===== src/rtl/reg_bus_master.sv =====
// reg_bus_master
// Initiator for the board register-file bus. Takes single-quadlet write or
// N-quadlet block-read commands from the host packet engine, drives the
// register bus with the register file's read latency and write-enable width,
// and returns read quadlets on a valid/ready stream.
//
// Ports
//   sysclk, reset                 clock (rising edge), async active-high reset
//   cmd_valid/cmd_ready           command handshake
//   cmd_write, cmd_addr,
//   cmd_wdata, cmd_count          command fields (count 0 means 256)
//   abort                         abandon the current block read
//   reg_raddr, reg_rdata          register read port
//   reg_waddr, reg_wdata, reg_wen register write port
//   rsp_valid/rsp_ready,
//   rsp_data, rsp_last            read-data stream
//   busy                          high whenever not idle
module reg_bus_master #(
  parameter int RD_LATENCY = 2,
  parameter int WEN_CYCLES = 1
) (
  input  logic        sysclk,
  input  logic        reset,
  input  logic        cmd_valid,
  output logic        cmd_ready,
  input  logic        cmd_write,
  input  logic [15:0] cmd_addr,
  input  logic [31:0] cmd_wdata,
  input  logic [7:0]  cmd_count,
  input  logic        abort,
  output logic [15:0] reg_raddr,
  input  logic [31:0] reg_rdata,
  output logic [15:0] reg_waddr,
  output logic [31:0] reg_wdata,
  output logic        reg_wen,
  output logic        rsp_valid,
  input  logic        rsp_ready,
  output logic [31:0] rsp_data,
  output logic        rsp_last,
  output logic        busy
);

  localparam int LAT_W = $clog2(RD_LATENCY + 1);
  localparam int WEN_W = $clog2(WEN_CYCLES + 1);

  typedef enum logic [2:0] {
    IDLE    = 3'd0,
    WRITE   = 3'd1,
    RD_ADDR = 3'd2,
    RD_WAIT = 3'd3,
    RD_PUSH = 3'd4
  } state_t;

  state_t             state_q;
  logic [15:0]        addr_q;
  logic [8:0]         cnt_q;      // remaining quadlets, 1..256
  logic [LAT_W-1:0]   wait_q;
  logic [WEN_W-1:0]   wen_cnt_q;
  logic               cmd_ready_q;
  logic               busy_q;
  logic [15:0]        reg_raddr_q;
  logic [15:0]        reg_waddr_q;
  logic [31:0]        reg_wdata_q;
  logic               reg_wen_q;
  logic               rsp_valid_q;
  logic [31:0]        rsp_data_q;
  logic               rsp_last_q;

  always_ff @(posedge sysclk or posedge reset) begin
    if (reset) begin
      state_q     <= IDLE;
      addr_q      <= '0;
      cnt_q       <= '0;
      wait_q      <= '0;
      wen_cnt_q   <= '0;
      cmd_ready_q <= 1'b0;
      busy_q      <= 1'b0;
      reg_raddr_q <= '0;
      reg_waddr_q <= '0;
      reg_wdata_q <= '0;
      reg_wen_q   <= 1'b0;
      rsp_valid_q <= 1'b0;
      rsp_data_q  <= '0;
      rsp_last_q  <= 1'b0;
    end else begin
      case (state_q)
        IDLE: begin
          // cmd_ready comes up on the first edge after reset release
          cmd_ready_q <= 1'b1;
          busy_q      <= 1'b0;
          if (cmd_valid && cmd_ready_q) begin
            cmd_ready_q <= 1'b0;
            busy_q      <= 1'b1;
            addr_q      <= cmd_addr;
            cnt_q       <= (cmd_count == 8'd0) ? 9'd256 : {1'b0, cmd_count};
            if (cmd_write) begin
              reg_waddr_q <= cmd_addr;
              reg_wdata_q <= cmd_wdata;
              reg_wen_q   <= 1'b1;
              wen_cnt_q   <= WEN_W'(WEN_CYCLES);
              state_q     <= WRITE;
            end else begin
              // address is on the bus during the RD_ADDR cycle itself
              reg_raddr_q <= cmd_addr;
              state_q     <= RD_ADDR;
            end
          end
        end

        WRITE: begin
          // abort is deliberately not looked at: writes always complete
          if (wen_cnt_q == WEN_W'(1)) begin
            reg_wen_q   <= 1'b0;
            state_q     <= IDLE;
            cmd_ready_q <= 1'b1;
            busy_q      <= 1'b0;
          end else begin
            wen_cnt_q <= wen_cnt_q - WEN_W'(1);
          end
        end

        RD_ADDR: begin
          if (abort) begin
            state_q     <= IDLE;
            cmd_ready_q <= 1'b1;
            busy_q      <= 1'b0;
          end else begin
            wait_q  <= LAT_W'(RD_LATENCY);
            state_q <= RD_WAIT;
          end
        end

        RD_WAIT: begin
          if (abort) begin
            state_q     <= IDLE;
            cmd_ready_q <= 1'b1;
            busy_q      <= 1'b0;
          end else if (wait_q == LAT_W'(1)) begin
            rsp_data_q  <= reg_rdata;
            rsp_last_q  <= (cnt_q == 9'd1);
            rsp_valid_q <= 1'b1;
            state_q     <= RD_PUSH;
          end else begin
            wait_q <= wait_q - LAT_W'(1);
          end
        end

        RD_PUSH: begin
          if (rsp_ready) begin
            // a beat accepted in the abort cycle still counts as delivered
            rsp_valid_q <= 1'b0;
            rsp_last_q  <= 1'b0;
            cnt_q       <= cnt_q - 9'd1;
            addr_q      <= addr_q + 16'd1;
            if ((cnt_q == 9'd1) || abort) begin
              state_q     <= IDLE;
              cmd_ready_q <= 1'b1;
              busy_q      <= 1'b0;
            end else begin
              reg_raddr_q <= addr_q + 16'd1;
              state_q     <= RD_ADDR;
            end
          end else if (abort) begin
            rsp_valid_q <= 1'b0;
            rsp_last_q  <= 1'b0;
            state_q     <= IDLE;
            cmd_ready_q <= 1'b1;
            busy_q      <= 1'b0;
          end
        end

        default: begin
          state_q     <= IDLE;
          cmd_ready_q <= 1'b0;
          busy_q      <= 1'b0;
          reg_wen_q   <= 1'b0;
          rsp_valid_q <= 1'b0;
        end
      endcase
    end
  end

  assign cmd_ready = cmd_ready_q;
  assign busy      = busy_q;
  assign reg_raddr = reg_raddr_q;
  assign reg_waddr = reg_waddr_q;
  assign reg_wdata = reg_wdata_q;
  assign reg_wen   = reg_wen_q;
  assign rsp_valid = rsp_valid_q;
  assign rsp_data  = rsp_data_q;
  assign rsp_last  = rsp_last_q;

endmodule


===== config.mk =====
export PLATFORM = sky130hd
export DESIGN_NAME = reg_bus_master
export DESIGN_NICKNAME = d
export VERILOG_FILES = /design/src/rtl/reg_bus_master.sv
export SDC_FILE = /design/constraint.sdc
export NUM_CORES = 1
export LEC_CHECK = 0
export CAP_MARGIN = 0
export CORE_ASPECT_RATIO = 1.2
export CORE_UTILIZATION = 35
export CTS_CLUSTER_SIZE = 20
export DETAILED_ROUTE_END_ITERATION = 12
export PLACE_DENSITY = 0.74
export SKIP_CTS_REPAIR_TIMING = 1
export SYNTH_ARGS = -nofsm -noshare
export SYNTH_HDL_FRONTEND = slang
export SYNTH_SLANG_ARGS = --single-unit

===== constraint.sdc =====
create_clock -name sysclk -period 4.3 [get_ports sysclk]
set_input_delay 0.645 -clock sysclk [delete_from_list [all_inputs] [get_ports sysclk]]
set_output_delay 0.645 -clock sysclk [all_outputs]
set_load 0.005 [all_outputs]

==> tab_implementation.tex <==
\begin{tabular}{lr}
\hline
Metric & Value \\
\hline
\multicolumn{2}{l}{\textbf{Outcome}} \\
\quad Status & finished, final reports clean \\
\multicolumn{2}{l}{\textbf{Clocking}} \\
\quad Clock sink count & between 100 and 150 \\
\quad Clock H-tree levels & 4 \\
\quad Maximum count of clock buffers along a single path & 2 \\
\quad Clock latency at the later pin of the worst-skew pair & around 0.42 ns \\
\quad Num CTS Buffers & 17 \\
\quad Cell chosen for the clock root & sky130\_fd\_sc\_hd\_\_clkbuf\_16 \\
\quad Clock input transition at the sequential cells of the worst setup and hold paths & 0.06 ns \\
\quad Clock tree from TritonCTS & built \\
\multicolumn{2}{l}{\textbf{Synth}} \\
\quad Count of mapped cells out of synthesis & 520 \\
\quad Share of synthesized flip-flops with an asynchronous set or reset & 1.000 \\
\quad Post-Synthesis Net Count & a little over 600 \\
\quad Sequential fraction of the synthesis area & 0.5313 \\
\quad Number of synthesized flops with an enable pin & 0 \\
\quad Post-synthesis cell area & 0.006217 sq mm \\
\quad Warnings, synthesis & 0 \\
\quad Cell variety after synth & just under 70 \\
\quad Cell type with the highest aggregate area in the netlist & sky130\_fd\_sc\_hd\_\_dfrtp\_1 \\
\quad Number of register bits inferred by synthesis & approximately 130 \\
\quad Simple logic cell fraction of the synthesized area & 0.1115 \\
\quad Adder-cell share of the synthesized area & 0.008050 \\
\quad Main combinational cell family by area after synthesis & multiplexers \\
\quad Synth top cells by count & sky130\_fd\_sc\_hd\_\_dfrtp\_1 (132), sky130\_fd\_sc\_hd\_\_mux2\_1 (82), sky130\_fd\_sc\_hd\_\_a21oi\_1 (25) \\
\quad Post-synthesis area per instance & 11.96 sq um \\
\quad Parity-gate share of the synthesized area counting xor and xnor cells & 0.002817 \\
\quad Proportion of synthesized area in mux cells & 0.1799 \\
\quad Share of the synthesized area in the top cell type & 0.5313 \\
\quad Most common flop cell mapped by yosys & sky130\_fd\_sc\_hd\_\_dfrtp\_1 \\
\quad Most common cell in the netlist & sky130\_fd\_sc\_hd\_\_dfrtp\_1 \\
\quad Leading cell types by total area after synthesis & sky130\_fd\_sc\_hd\_\_dfrtp\_1 (53\%), sky130\_fd\_sc\_hd\_\_mux2\_1 (15\%), sky130\_fd\_sc\_hd\_\_a21oi\_1 (2.0\%) \\
\quad Complex-gate fraction of the synthesized area & 0.1272 \\
\multicolumn{2}{l}{\textbf{Worst hold path}} \\
\quad Count of cells along the worst hold path & 1 \\
\quad Worst hold-check path type & register to register \\
\multicolumn{2}{l}{\textbf{STA}} \\
\quad Hold Vio Cnt, Final & 0 \\
\quad Worst Skew & between 0.008 and 0.009 ns \\
\quad Setup TNS & 0 ns \\
\quad Worst-margin pin slew & between 0.8 and 0.9 ns \\
\quad Tightest slew margin relative to the limit & 0.4551 \\
\quad Finish-stage setup viols & 0 \\
\quad Pins Over Slew Limit & 0 \\
\quad Upper clock frequency limit & about 400 MHz \\
\quad Final critical path time including I/O delays and setup & 2.521 ns \\
\quad RSZ-0062 raised after global routing & no \\
\quad Period utilisation layout & 0.5862 \\
\multicolumn{2}{l}{\textbf{Power}} \\
\quad Cell Pwr Density & just over 600 mW/mm\^{}2 \\
\quad Proportion of total power due to net switching & 0.2955 \\
\quad Maximum resistive drop on vdd & 271.2 uV \\
\quad Internal Pwr Total & 3.919 mW \\
\quad Tot Pwr & roughly 5.6 mW \\
\quad Share of power burned in combinational logic & 0.344 \\
\quad Sequential share of power & 0.383 \\
\quad Net switching power figure & approximately 1.6 mW \\
\quad Proportion of power drawn by the clock network & 0.273 \\
\quad Leakage power of the design & roughly 3.7 nW \\
\multicolumn{2}{l}{\textbf{Route}} \\
\quad Number of DRC violations after detailed routing & 0 \\
\quad Vias per cell & 5.069 \\
\quad Aggregate routed wire length & around 15000 um \\
\quad Antenna viol nets, final & 0 \\
\quad Average wire per standard cell & 15.80 um \\
\quad Iter 0 DRT Violations & around 230 \\
\quad First-pass DRT Iterations & 4 \\
\quad DR vias & about 4700 \\
\multicolumn{2}{l}{\textbf{Setup path}} \\
\quad Type of the setup path with the least slack & input pin to register \\
\quad WP data arrival & about 2.8 ns \\
\quad Crit path capture type & register \\
\quad Number of cells traversed by the worst register-to-register path & 5 \\
\quad Maximum fanout along the worst path & 29 \\
\quad Worst setup SP type & input pin \\
\quad Critical Path RT & about 4.6 ns \\
\multicolumn{2}{l}{\textbf{Die}} \\
\quad Total Die Area & roughly 0.018 sq mm \\
\quad Core area & around 0.017 sq mm \\
\quad Height of the chip & $\sim$150 um \\
\quad Die W & around 120 um \\
\quad Effective utilization at floorplan & 0.3565 \\
\quad Count of standard-cell rows & 53 \\
\quad I/O pins & $\sim$200 \\
\multicolumn{2}{l}{\textbf{Placement}} \\
\quad HPWL after DPL & 10170 um \\
\quad Number of placed instances with taps included & 904 \\
\quad Gp weighted congestion & 0.7659 \\
\quad \# port buffers & slightly below 200 \\
\multicolumn{2}{l}{\textbf{Layout}} \\
\quad Final antenna diode count & 0 \\
\quad Util after Layout & 0.5129 \\
\quad Net count, final & about 800 \\
\quad Final Non-Filler Cells & 936 \\
\quad Area growth from synthesis to layout & 43.89\% \\
\quad Fraction of final layout cells with drive strength greater than 1 & 0.08101 \\
\multicolumn{2}{l}{\textbf{Global route}} \\
\quad Global-route usage over all layers & 0.1663 \\
\quad Number of global-route vias before repair & between 4000 and 5000 \\
\quad Global-route wire length before repair & 23560 um \\
\quad Aggregate global routing overflow & 0 \\
\quad Pin count of the biggest net entering global routing & roughly 80 \\
\quad Number of antenna violations at the first check in global routing & 0 \\
\multicolumn{2}{l}{\textbf{Run}} \\
\quad Number of violations of the max-capacitance limit & 0 \\
\hline
\end{tabular}
[power groups by stage]
| stage | combinational, mW | clock, mW | sequential, mW |
|---|---|---|---|
| after floorplan | 0.944 | 0 | 2.06 |
| after global placement | 1.90 | 0 | 2.13 |
| after detailed placement | 1.94 | 0 | 2.15 |
| after CTS | 1.95 | 1.56 | 2.13 |
| after global routing | 2.10 | 1.61 | 2.21 |
| final | 1.91 | 1.52 | 2.13 |
[placed cells by master, fill, tap and decap left out, types with 4 or more instances in the layout]
cell type and n:
sky130_fd_sc_hd__clkdlybuf4s50_1 194, sky130_fd_sc_hd__dfrtp_1 132, sky130_fd_sc_hd__mux2_1 82, sky130_fd_sc_hd__a21oi_1 25, sky130_fd_sc_hd__nor2_1 22, sky130_fd_sc_hd__nand2_1 21
sky130_fd_sc_hd__clkbuf_16 17, sky130_fd_sc_hd__o21ai_1 15, sky130_fd_sc_hd__inv_1 12, sky130_fd_sc_hd__a31oi_1 12, sky130_fd_sc_hd__nand3_1 9, sky130_fd_sc_hd__nor3_1 8
sky130_fd_sc_hd__nand2b_1 8, sky130_fd_sc_hd__o21ai_0 7, sky130_fd_sc_hd__and3_1 7, sky130_fd_sc_hd__mux2i_1 6, sky130_fd_sc_hd__mux2_4 6, sky130_fd_sc_hd__and2_1 5
sky130_fd_sc_hd__or3_1 5, sky130_fd_sc_hd__nand4_1 5, sky130_fd_sc_hd__and4_1 5, sky130_fd_sc_hd__o211ai_1 5, sky130_fd_sc_hd__clkbuf_8 5, sky130_fd_sc_hd__buf_4 5
sky130_fd_sc_hd__or3b_1 4, sky130_fd_sc_hd__a22oi_1 4, sky130_fd_sc_hd__o31ai_1 4, sky130_fd_sc_hd__mux2_2 4, sky130_fd_sc_hd__o22ai_1 4, sky130_fd_sc_hd__a2bb2oi_1 4
sky130_fd_sc_hd__ha_1 4
[metal layers]
metal / wire [um] / share of wire / track usage
met1: 6240 / 0.42 / 0.2021
met2: 7675 / 0.52 / 0.2847
met3: 699 / 0.047 / 0.04205
met4: 173 / 0.012 / 0.05181
met5: 0 / 0 / 0
[per-stage QoR]
stage / cell area (sq um) / hold WS, ns / worst slack [ns]
finish: 8946 / 0.4797 / 1.779
global route: 8946 / 0.4975 / 1.693
CTS: 8946 / 0.4868 / 1.797
detailed placement: 8323 / 0.4737 / 1.367
global placement: 8323 / 0.4657 / 1.444
floorplan: 6217 / 0.4558 / 0.1290
[registers in the layout, summed over array words and instances (netlist names), 2 cells and up]
name       flops
reg_waddr     16
addr_q        16
wait_q         2
cnt_q          9
reg_wdata     32
reg_raddr     16
rsp_data      32
state_q        3
[critical path, cell delays in order]
cell	delay [ns]
sky130_fd_sc_hd__clkdlybuf4s50_1	0.58
sky130_fd_sc_hd__nor3b_1	0.40
sky130_fd_sc_hd__and3_1	0.38
sky130_fd_sc_hd__buf_4	0.40
sky130_fd_sc_hd__mux2_1	0.37
[path summary, 6_finish.rpt]
path | from | to | slack (ns)
min in group asynchronous | reset | rsp_data[19] | 0.73
hold / removal | rsp_data[27] | rsp_data[27] | 0.48
hold reg to reg | rsp_data[27] | rsp_data[27] | 0.48
setup reg to reg | state_q[0] | reg_wdata[28] | 1.88
setup / recovery | abort | rsp_data[26] | 1.78
max in group asynchronous | reset | addr_q[6] | 2.82
[area by class of cell]
cell class,instances,area [sq um]
fill,1540,8494
sequential,132,3303
multi-input combinational,339,2691
timing repair buffer,200,1999
clock buffer,24,501.7
tap,220,275.3
clock inverter,8,121.4
inverter,13,53.80
[cell families after synthesis]
kind of cell / after synthesis
compound gates: 115
xor+xnor: 2
fa+ha+maj: 4
buf+inv: 49
flops: 132
mux: 98
simple gates: 120
No activity file was read; power rests on OpenSTA's default activity.
